`config.mk`:
```
export PLATFORM = sky130hd
export DESIGN_NAME = pfw_np
export DESIGN_NICKNAME = d
export VERILOG_FILES = /design/src/rtl/pfw_np.sv
export SDC_FILE = /design/constraint.sdc
export NUM_CORES = 1
export LEC_CHECK = 0
export BUFFER_PORTS_ARGS = -buffer_cell sky130_fd_sc_hd__buf_4
export CAP_MARGIN = 25
export CORE_AREA = 4 4 182 184
export DETAILED_ROUTE_END_ITERATION = 6
export DIE_AREA = 0 0 186 188
export GPL_TIMING_DRIVEN = 0
export SLEW_MARGIN = 20
export SYNTH_ARGS = -nofsm -noshare
export SYNTH_HDL_FRONTEND = slang
export SYNTH_SLANG_ARGS = --single-unit
```
`constraint.sdc`:
```
create_clock -name clk -period 2.2 [get_ports clk]
set_input_delay 0.44 -clock clk [delete_from_list [all_inputs] [get_ports clk]]
set_output_delay 0.44 -clock clk [all_outputs]
set_load 0.01 [all_outputs]
```
`src/rtl/pfw_np.sv`:
```
// pfw_np: N-port forwarding decision stage with a two-cycle packet delay line.
// Define PFW_LEARN_EN to build the source-MAC learning table.
module pfw_np #(
    parameter int unsigned PORT_NUM  = 4,
    parameter int unsigned PORT_W    = 4,
    parameter int unsigned CPU_PORT  = 0,
    parameter logic [7:0]  LCM_SMID  = 8'd128,
    parameter int unsigned TBL_DEPTH = 8
) (
    input  logic                    clk,
    input  logic                    rst_n,
    input  logic [133:0]            in_pfw_data,
    input  logic                    in_pfw_data_wr,
    input  logic                    in_pfw_valid,
    input  logic                    in_pfw_valid_wr,
    input  logic [2:0]              in_pfw_pkttype,
    input  logic [96+PORT_W-1:0]    in_pfw_key,
    input  logic [47:0]             local_mac_addr,
    input  logic                    tbl_clr,
    output logic [133:0]            out_pfw_data,
    output logic                    out_pfw_data_wr,
    output logic                    out_pfw_valid,
    output logic                    out_pfw_valid_wr,
    output logic [5+PORT_NUM-1:0]   out_pfw_action,
    output logic                    out_pfw_action_wr,
    output logic [31:0]             out_pfw_drop_cnt
);
    localparam int unsigned KEY_W = 96 + PORT_W;
    localparam int unsigned ACT_W = 5 + PORT_NUM;
    localparam int unsigned IDX_W = (TBL_DEPTH > 1) ? $clog2(TBL_DEPTH) : 1;
    localparam logic [PORT_NUM-1:0] BM_ONE = {{(PORT_NUM-1){1'b0}}, 1'b1};
    localparam logic [PORT_NUM-1:0] BM_ALL = {PORT_NUM{1'b1}};
    localparam logic [PORT_NUM-1:0] BM_CPU = BM_ONE << CPU_PORT;

    typedef enum logic [1:0] {IDLE, LOOK, FWD, DISC} state_t;

    state_t state, state_nxt;

    logic [47:0]         dmac, smac;
    logic [PORT_W-1:0]   inport, src_port_c;
    logic [PORT_NUM-1:0] src_bit_c, bm_c;
    logic [1:0]          mode_c;
    logic                head_c, tail_in_c, from_cpu_c, disc_c;
    logic                dhit_c;
    logic [PORT_W-1:0]   dhit_port_c;

    logic                dec_disc;
    logic [ACT_W-1:0]    dec_action;

    logic [133:0]        s1_data;
    logic                s1_wr, s1_valid, s1_tail_c;
    logic                fwd_out_c, act_pulse_c, drop_inc_c;

    assign dmac       = in_pfw_key[KEY_W-1 -: 48];
    assign smac       = in_pfw_key[PORT_W +: 48];
    assign inport     = in_pfw_key[PORT_W-1:0];
    assign head_c     = in_pfw_data_wr && (in_pfw_data[133:132] == 2'b01);
    assign tail_in_c  = in_pfw_data_wr && (in_pfw_data[133:132] == 2'b10);
    assign from_cpu_c = (in_pfw_data[95:88] == LCM_SMID);
    assign src_port_c = from_cpu_c ? PORT_W'(CPU_PORT) : inport;
    assign src_bit_c  = BM_ONE << src_port_c;
    assign s1_tail_c  = (s1_data[133:132] == 2'b10);

`ifdef PFW_LEARN_EN
    logic [TBL_DEPTH-1:0] tbl_vld;
    logic [47:0]          tbl_mac  [TBL_DEPTH];
    logic [PORT_W-1:0]    tbl_port [TBL_DEPTH];
    logic [IDX_W-1:0]     rep_ptr;
    logic                 shit_c, learn_c;
    logic [IDX_W-1:0]     shit_idx_c;

    // Compare-all lookup of dmac (forwarding) and smac (learning refresh)
    always_comb begin
        dhit_c      = 1'b0;
        dhit_port_c = '0;
        shit_c      = 1'b0;
        shit_idx_c  = '0;
        for (int i = 0; i < TBL_DEPTH; i++) begin
            if (tbl_vld[i] && (tbl_mac[i] == dmac)) begin
                dhit_c      = 1'b1;
                dhit_port_c = tbl_port[i];
            end
            if (tbl_vld[i] && (tbl_mac[i] == smac)) begin
                shit_c     = 1'b1;
                shit_idx_c = IDX_W'(i);
            end
        end
    end

    assign learn_c = (state == IDLE) && head_c && !disc_c && !from_cpu_c && !smac[40];

    // Table write; a clear pulse overrides a coincident learn
    always_ff @(posedge clk) begin
        if (!rst_n) begin
            tbl_vld <= '0;
            rep_ptr <= '0;
            for (int i = 0; i < TBL_DEPTH; i++) begin
                tbl_mac[i]  <= '0;
                tbl_port[i] <= '0;
            end
        end else if (tbl_clr) begin
            tbl_vld <= '0;
        end else if (learn_c) begin
            if (shit_c) begin
                tbl_port[shit_idx_c] <= inport;
            end else begin
                tbl_vld[rep_ptr]  <= 1'b1;
                tbl_mac[rep_ptr]  <= smac;
                tbl_port[rep_ptr] <= inport;
                rep_ptr           <= rep_ptr + IDX_W'(1);
            end
        end
    end
`else
    logic unused_c;
    assign unused_c    = ^{tbl_clr, IDX_W'(1)};
    assign dhit_c      = 1'b0;
    assign dhit_port_c = '0;
`endif

    // Forwarding decision for the head word, in priority order
    always_comb begin
        disc_c = 1'b0;
        mode_c = 2'b01;
        bm_c   = BM_ALL & ~src_bit_c;
        if (!from_cpu_c && (smac == local_mac_addr)) begin
            disc_c = 1'b1;
        end else if (&dmac) begin
            mode_c = 2'b10;
            bm_c   = BM_ALL & ~src_bit_c;
        end else if (dmac == local_mac_addr) begin
            mode_c = 2'b00;
            bm_c   = BM_CPU;
        end else if (dhit_c) begin
            mode_c = 2'b00;
            bm_c   = BM_ONE << dhit_port_c;
        end
        if ((mode_c == 2'b00) && (bm_c == src_bit_c)) begin
            disc_c = 1'b1;
        end
    end

    always_ff @(posedge clk) begin
        if (!rst_n) begin
            state <= IDLE;
        end else begin
            state <= state_nxt;
        end
    end

    // A discarded two-word packet has its tail already in LOOK, so it returns to IDLE directly
    always_comb begin
        state_nxt   = state;
        fwd_out_c   = 1'b0;
        act_pulse_c = 1'b0;
        drop_inc_c  = 1'b0;
        case (state)
            IDLE: if (head_c) state_nxt = LOOK;
            LOOK: begin
                if (!dec_disc) begin
                    state_nxt   = FWD;
                    fwd_out_c   = 1'b1;
                    act_pulse_c = 1'b1;
                end else begin
                    drop_inc_c = 1'b1;
                    state_nxt  = tail_in_c ? IDLE : DISC;
                end
            end
            FWD: begin
                fwd_out_c = 1'b1;
                if (s1_wr && s1_tail_c) state_nxt = IDLE;
            end
            DISC: if (tail_in_c) state_nxt = IDLE;
            default: state_nxt = IDLE;
        endcase
    end

    // Decision capture, delay line and registered outputs
    always_ff @(posedge clk) begin
        if (!rst_n) begin
            dec_disc          <= 1'b0;
            dec_action        <= '0;
            s1_data           <= '0;
            s1_wr             <= 1'b0;
            s1_valid          <= 1'b0;
            out_pfw_data      <= '0;
            out_pfw_data_wr   <= 1'b0;
            out_pfw_valid     <= 1'b0;
            out_pfw_valid_wr  <= 1'b0;
            out_pfw_action    <= '0;
            out_pfw_action_wr <= 1'b0;
            out_pfw_drop_cnt  <= '0;
        end else begin
            if ((state == IDLE) && head_c) begin
                dec_disc   <= disc_c;
                dec_action <= {mode_c, in_pfw_pkttype, bm_c};
            end
            s1_data           <= in_pfw_data;
            s1_wr             <= in_pfw_data_wr;
            s1_valid          <= in_pfw_valid_wr & in_pfw_valid;
            out_pfw_data      <= (fwd_out_c && s1_wr) ? s1_data : '0;
            out_pfw_data_wr   <= fwd_out_c && s1_wr;
            out_pfw_valid_wr  <= fwd_out_c && s1_wr && s1_tail_c;
            out_pfw_valid     <= fwd_out_c && s1_wr && s1_tail_c && s1_valid;
            out_pfw_action_wr <= act_pulse_c;
            if (act_pulse_c) out_pfw_action <= dec_action;
            if (drop_inc_c && (out_pfw_drop_cnt != 32'hFFFF_FFFF)) begin
                out_pfw_drop_cnt <= out_pfw_drop_cnt + 32'd1;
            end
        end
    end

endmodule

```
==> results.md, run 1 <==
| Quantity | Value |
|---|---|
| Highest clock frequency the design can meet | 494 MHz |
| Routability congestion estimate from global placement | 0.863 |
| Clock net sink count | 327 |
| Half-perimeter wire length of the detailed placement result | 29000 µm |
| Fraction of the yosys area taken by sequential cells | 0.598 |
| Setup repair after global routing missed its margin | no |
| Min-Delay Path Class | input pin to register |
| Synth warn | 0 |
| Drt drc | 0 |
| Worst endpoint required time | 2.62 ns |
| Number of antenna violations at the first check in global routing | 1 |
| # port buffers | 467 |
| Starting Density | 0.349 |
| Avg Cell Area, Syn | 10.7 µm² |
| Final-layout setup total negative slack | 0 ns |
| Level count of the clock H-tree | 2 |
| Global-route usage over all layers | 0.194 |
| Area growth syn-to-layout | 47.8% |
| Clk Latency, worst-skew pair | 0.49 ns |
| Final Max Tran Viols | 0 |
| Top delay family on crit path | simple AND/OR/NAND/NOR gates |
| Ordered cell list for the critical path | inv_1 -> ha_1 -> and2_1 -> nand4_2 -> or4_1 -> a21oi_1 |
| Minimum clock period after layout | 2.03 ns |
| Hold Slack | 0.146 ns |
| Maximum fanout encountered on the critical timing path | 10 |
| Via count normalized by instance count | 4.43 |
| Width of the die | 186 µm |
| Share of synthesized registers carrying an async set or reset | 0 |
| Number of nets in the synthesized netlist | 1317 |
| Worst VDD drop | 0.422 mV |
| Worst endpoint data arrival time | 2.44 ns |
| CP max-delay cell | or4_1 |
| Remaining Overflow, GRT | 0 |
| CP Launch Type | register |
| Final critical-path share of the clock period | 0.921 |
| 1st-iter DRT viols | 295 |
| Setup slack after placement | -0.578 ns |
| Row Count | 65 |
| Netlist area before placement | 10900 µm² |
| Worst setup path class | register to register |
| Flip-flop cell with the highest count after synthesis | dfxtp_1 |
| Detail Route Antenna Nets | 0 |
| Area enclosed by the die boundary | 35000 µm² |
| TritonCTS clock tree | yes |
| Final-report hold violation count | 0 |
| Slowest stage delay, CP | 0.59 ns |
| Core Footprint | 31400 µm² |
| Number of synthesized register bits | 327 |
| Final #Nets | 1826 |
| Number of buffers created by CTS | 34 |
| Routed vias | 8659 |
| Slew headroom | 0.455 |
| Number of global-route vias before repair | 8924 |
| Setup slack after layout | 0.175 ns |
| Share of cells above drive strength 1 | 0.354 |
| Gate Count Post-Synth | 1020 |
| Post-synth EDFFs | 0 |
| Clock Path Buffers | 3 |
| Clock root buffer | clkbuf_16 |
| Slew at the pin closest to its max-slew limit | 0.817 ns |
| Library cells used by synthesis | 44 |
| I/O pin cnt | 470 |
| Number of inserted filler cells in the final layout | 2906 |
| Maximum Capacitance Violations | 0 |
| Outcome | finished clean |
| DR WL/cell | 18.1 µm |
| Overall die height | 188 µm |
| Number of buffers and inverters on the critical path | 1 |
| Power per cell area | 799 nW/µm² |
| Lkg Pwr | 7.20 nW |
| Number of buffers inserted for hold repair after clock tree synthesis | 0 |
| First-pass detailed-route iteration total | 4 |
| Total wire length | 35500 µm |
| Clock slew at the register clock pins of the worst setup and hold paths | 0.06 ns |
| Final setup viols | 0 |
| Maximum number of pins on one net before global-route repair | 15 |
| Worst clock skew | 0.00967 ns |
| Wire length of the first global-routing pass | 51600 µm |
| Sort of element at the end of the critical path | register |
-- cell type report --
cell class	count	area [µm²]	share of cell area
flip-flops and latches	327	6550	0.405
multi-input cells	644	4240	0.262
repair buffers	473	3550	0.219
clock buffers	49	1020	0.0629
well taps	402	503	0.0311
plain buffers	40	166	0.0103
clock inverters	10	120	0.00742
inverters	9	33.8	0.00209
diodes	2	5.00	0.000309
-- cells in the mapped netlist, types with 9 or more instances --
library cell  number  area share
xor2_1            55       0.044
inv_1              9      0.0031
nor2_1            36       0.012
nor3_1            13      0.0059
clkbuf_1          36       0.012
dfxtp_1          327        0.60
nor4_1            21       0.012
nand4_1           33       0.019
nand2_1           45       0.015
a21oi_1           23       0.011
o21ai_0            9      0.0041
xnor2_1           66       0.053
and2_1           272        0.16
nand3_1           14      0.0064
-- metal layers --
metal	track usage	vias to the layer above	wire length, µm
met3	0.0479	82	2630
li1	-	4332	-
met4	0.0858	0	1660
met5	0	-	0
met1	0.187	3889	11800
met2	0.381	356	19400
-- per-stage QoR --
step                area, µm²  total power [mW]   util  cells
finish                  16200              12.9  0.516   1956
global route            16200              13.4  0.515   1955
CTS                     16100              13.1  0.514   1952
detailed placement      15000              7.32  0.476   1889
global placement        15000              7.30  0.476   1889
floorplan               10900              6.65      -   1020
-- worst register-to-register path, delay by kind of cell (launching register included) --
family / cells / cell delay (ns)
and+or+nand+nor: 3 / 1.11
DFF: 1 / 0.34
adders and majority gates: 1 / 0.25
AOI/OAI and AO/OA: 1 / 0.15
buffers and inverters: 1 / 0.11
-- cells in the final DEF, fill, tap and decap left out, types with 2 or more instances in the layout --
cell type	Yosys	layout
nor4_1	21	21
nand4_2	2	2
clkbuf_16	0	35
dfxtp_1	327	327
nand4_1	33	33
clkbuf_2	0	4
nand3b_1	3	3
diode_2	0	2
buf_2	3	3
xnor2_1	66	66
xor2_1	55	55
or3_1	4	4
nand2b_1	2	2
ha_1	6	6
nand3_1	14	13
nor3_1	13	12
buf_4	0	473
nor3b_1	2	2
a21oi_1	23	23
inv_1	9	9
nor2_1	36	36
and4_1	6	6
nand3_2	1	2
or2_2	2	2
and3_1	6	6
clkinvlp_4	0	2
and2_1	272	272
nor4b_1	4	4
nand2_1	45	45
clkinv_2	0	4
o31ai_1	3	3
clkbuf_1	36	37
o21ai_0	9	9
clkbuf_8	0	9
bufinv_16	0	2
-- report_power, final --
part	total (mW)	internal (mW)	switching, mW
Combinational	1.06	0.591	0.467
Sequential	6.13	6.09	0.0453
Clock	5.73	3.46	2.27
-- state kept, by name (all words and copies together), names as in the netlist --
register and flops:
out_pfw_data 134, s1_data 134, out_pfw_drop_cnt 32, dec_action 9
out_pfw_action 9, state 2, dec_disc 1, out_pfw_action_wr 1
out_pfw_data_wr 1, out_pfw_valid 1, out_pfw_valid_wr 1, s1_valid 1
s1_wr 1
-- logic make-up after synthesis --
group                      Yosys count  synth area share
adders and majority gates            6           0.00686
AOI/OAI and AO/OA                   45            0.0251
xor gates and xnor gates           121            0.0968
DFF                                327             0.598
buffers and inverters               49            0.0178
and+or+nand+nor                    472             0.255
-- final timing paths --
path	startpoint	end	slack, ns	cells after the start
setup / recovery	state[1]	out_pfw_drop_cnt[29]	0.17	6
hold / removal	in_pfw_data[127]	s1_data[127]	0.15	2
setup reg to reg	state[1]	out_pfw_drop_cnt[29]	0.17	6
hold reg to reg	s1_data[96]	out_pfw_data[96]	0.41	1
-- repair_timing --
action,in CTS,in global routing
hold endpoints to repair,0,0
setup endpoints to repair,138,134
setup buffers,4,2
pin swaps,1,2
gates resized for setup,4,8
Power figures use the tool's default switching activity.
==> run 2, diff against run 1 <==
Settings changed: CELL_PAD_IN_SITES_DETAIL_PLACEMENT from default to 1, CELL_PAD_IN_SITES_GLOBAL_PLACEMENT from default to 1, CORE_AREA 4 4 182 184 to default, CORE_MARGIN from default to 4, CORE_UTILIZATION from default to 35, DIE_AREA 0 0 186 188 to default, GPL_TIMING_DRIVEN 0 to default, PLACE_DENSITY_LB_ADDON from default to 0.1.
==> run 2 against run 1 <==
Compared with the run above:
- critical path depth stayed put
- highest routed layer unchanged
- sequential share of layout area increased by 0.21 points
- clock skew is 0.0018 ns higher
- fmax increased by 3.9%
==> results.md, run 2 (synthesis results as in run 1) <==
| Quantity | Value | Delta |
|---|---|---|
| Outcome | finished clean |  |
| Min-Delay Startpoint | in_pfw_data[80] |  |
| Minimum clock period after layout | 1.95 ns | -0.0759 ns |
| Top delay family on crit path | simple AND/OR/NAND/NOR gates |  |
| Ordered cell list for the critical path | and4_1 -> nand4_2 -> nor3_1 -> nand4_1 -> xor2_1 -> nor2_1 |  |
| Critical path startpoint | out_pfw_drop_cnt[10] |  |
| Routability congestion estimate from global placement | 0.846 | -2.0% |
| Setup repair after global routing missed its margin | no |  |
| DR WL/cell | 18.4 µm | +1.8% |
| Half-perimeter wire length of the detailed placement result | 27800 µm | -4.2% |
| FF/Latch Area | 6550 µm² | unchanged |
| Final critical-path share of the clock period | 0.886 | -0.0345 |
| Final setup viols | 0 | unchanged |
| Most frequent cells in the layout | buf_4 (490), dfxtp_1 (327), and2_1 (272), xnor2_1 (66), xor2_1 (55) |  |
| Final Max Tran Viols | 0 | unchanged |
| Level count of the clock H-tree | 2 | unchanged |
| Clk Latency, worst-skew pair | 0.50 ns | about the same |
| Remaining Overflow, GRT | 0 | unchanged |
| I/O pin cnt | 470 | unchanged |
| CP max-delay cell | dfxtp_1 |  |
| Drt drc | 0 | unchanged |
| Number of antenna violations at the first check in global routing | 1 | unchanged |
| Hold Slack | 0.143 ns | -0.00217 ns |
| Slew at the pin closest to its max-slew limit | 0.554 ns | -0.264 ns |
| Slew headroom | 0.630 | +0.175 |
| Number of buffers inserted for hold repair after clock tree synthesis | 0 | unchanged |
| Setup slack after layout | 0.250 ns | +0.0759 ns |
| Multi-input logic area | 4210 µm² | -0.59% |
| Width of the die | 185 µm | -0.62% |
| Power per cell area | 788 nW/µm² | -1.3% |
| Routed vias | 8711 | +0.60% |
| Area enclosed by the die boundary | 34200 µm² | -2.3% |
| Highest clock frequency the design can meet | 513 MHz | +3.9% |
| Number of buffers inserted by post-CTS setup repair | 0 | -4 |
| Worst endpoint data arrival time | 2.33 ns | -0.11 ns |
| Regs by FF count | out_pfw_data: 134 flops, s1_data: 134 flops, out_pfw_drop_cnt: 32 flops |  |
| Number of resized instances in the post-cts repair step | 0 | -4 |
| Worst R2R Start | out_pfw_drop_cnt[10] |  |
| Clock slew at the register clock pins of the worst setup and hold paths | 0.06 ns | about the same |
| Maximum number of pins on one net before global-route repair | 117 | +102 |
| Total wire length | 35500 µm | +0.10% |
| Worst setup path class | register to register |  |
| Clock net sink count | 327 | unchanged |
| Starting Density | 0.356 | +0.00729 |
| Worst clock skew | 0.0115 ns | +0.00184 ns |
| Sort of element at the end of the critical path | register |  |
| Worst VDD drop | 0.459 mV | +8.8% |
| Clock Path Buffers | 3 | unchanged |
| Lkg Pwr | 7.21 nW | +0.22% |
| Wire length of the first global-routing pass | 51600 µm | about the same |
| Final-report hold violation count | 0 | unchanged |
| Number of buffers created by CTS | 35 | +2.9% |
| Final #Nets | 1807 | -1.0% |
| Leading cell type in the layout, fill and taps excluded | buf_4 |  |
| Setup slack after placement | -0.148 ns | +0.430 ns |
| Number of global-route vias before repair | 9224 | +3.4% |
| Via count normalized by instance count | 4.53 | +2.3% |
| TritonCTS clock tree | yes |  |
| Overall die height | 185 µm | -1.7% |
| Area growth syn-to-layout | 47.1% |  |
| # port buffers | 468 | +0.21% |
| Maximum fanout encountered on the critical timing path | 9 | -1 |
| Slowest stage delay, CP | 0.42 ns | -0.17 ns |
| Finished Core Util | 0.524 | +0.00810 |
| Number of buffers and inverters on the critical path | 0 | -1 |
| Detail Route Antenna Nets | 0 | unchanged |
| Core Footprint | 30700 µm² | -2.0% |
| Global-route usage over all layers | 0.197 | +0.00206 |
| First-pass detailed-route iteration total | 4 | unchanged |
| Number of inserted filler cells in the final layout | 3442 | +18% |
| Min-Delay Path Class | input pin to register |  |
| Clock root buffer | clkbuf_16 |  |
| Maximum Capacitance Violations | 0 | unchanged |
| CP Launch Type | register |  |
| Worst endpoint required time | 2.58 ns | -0.04 ns |
| Share of cells above drive strength 1 | 0.361 | +0.00776 |
| Total Power Consumption | 12.7 mW | -1.8% |
| Row Count | 64 | -1.5% |
| 1st-iter DRT viols | 222 | -25% |
==> run 2: changes by cell type in the layout (fill, tap and decap cells not counted), sizes merged <==
cell,change
clkinvlp,-2
clkinv,-1
bufinv,-1
buf,+16
diode,-1
clkbuf,-37
==> run 2: final cells by class <==
cell class | count | area share
Timing Repair Buffer | 493 | 0.232
Tap cell | 396 | 0.0308
Antenna cell | 1 | 0.000155
Sequential cell | 327 | 0.407
Inverter | 9 | 0.00210
Multi-Input combinational cell | 644 | 0.262
Clock buffer | 48 | 0.0619
Clock inverter | 6 | 0.00459
==> run 2: path summary, 6_finish.rpt <==
check                                       endpoint  slack [ns]  depth (start not counted)
worst max-delay path            out_pfw_drop_cnt[31]        0.25                          6
worst min-delay path                     s1_data[80]        0.14                          2
worst max register to register  out_pfw_drop_cnt[31]        0.25                          6
worst min register to register      out_pfw_data[71]        0.42                          1
==> run 2: power by group <==
group	total [mW]	leakage [nW]	switching, mW	internal, mW
Sequential	6.13	2.67	0.0435	6.09
Combinational	1.04	4.02	0.449	0.593
Clock	5.51	0.525	2.24	3.27
==> run 2: worst reg2reg max path, cell delays in order (launching register included) <==
cell and delay [ns]:
dfxtp_1 0.42, and4_1 0.33, nand4_2 0.27, nor3_1 0.42
nand4_1 0.18, xor2_1 0.16, nor2_1 0.05
==> run 2: per-stage QoR <==
step	setup TNS, ns	instance area (µm²)	instances
after floorplan	0	10900	1020
after global placement	-0.323	15000	1869
after detailed placement	-0.483	15000	1869
after CTS	0	16100	1923
after global routing	0	16100	1924
final	0	16100	1924
==> run 2: per-layer routing <==
metal,GRT usage,part of all wire
met3,0.0658,0.083
met4,0.0684,0.036
met1,0.200,0.35
met5,0,0
met2,0.374,0.53
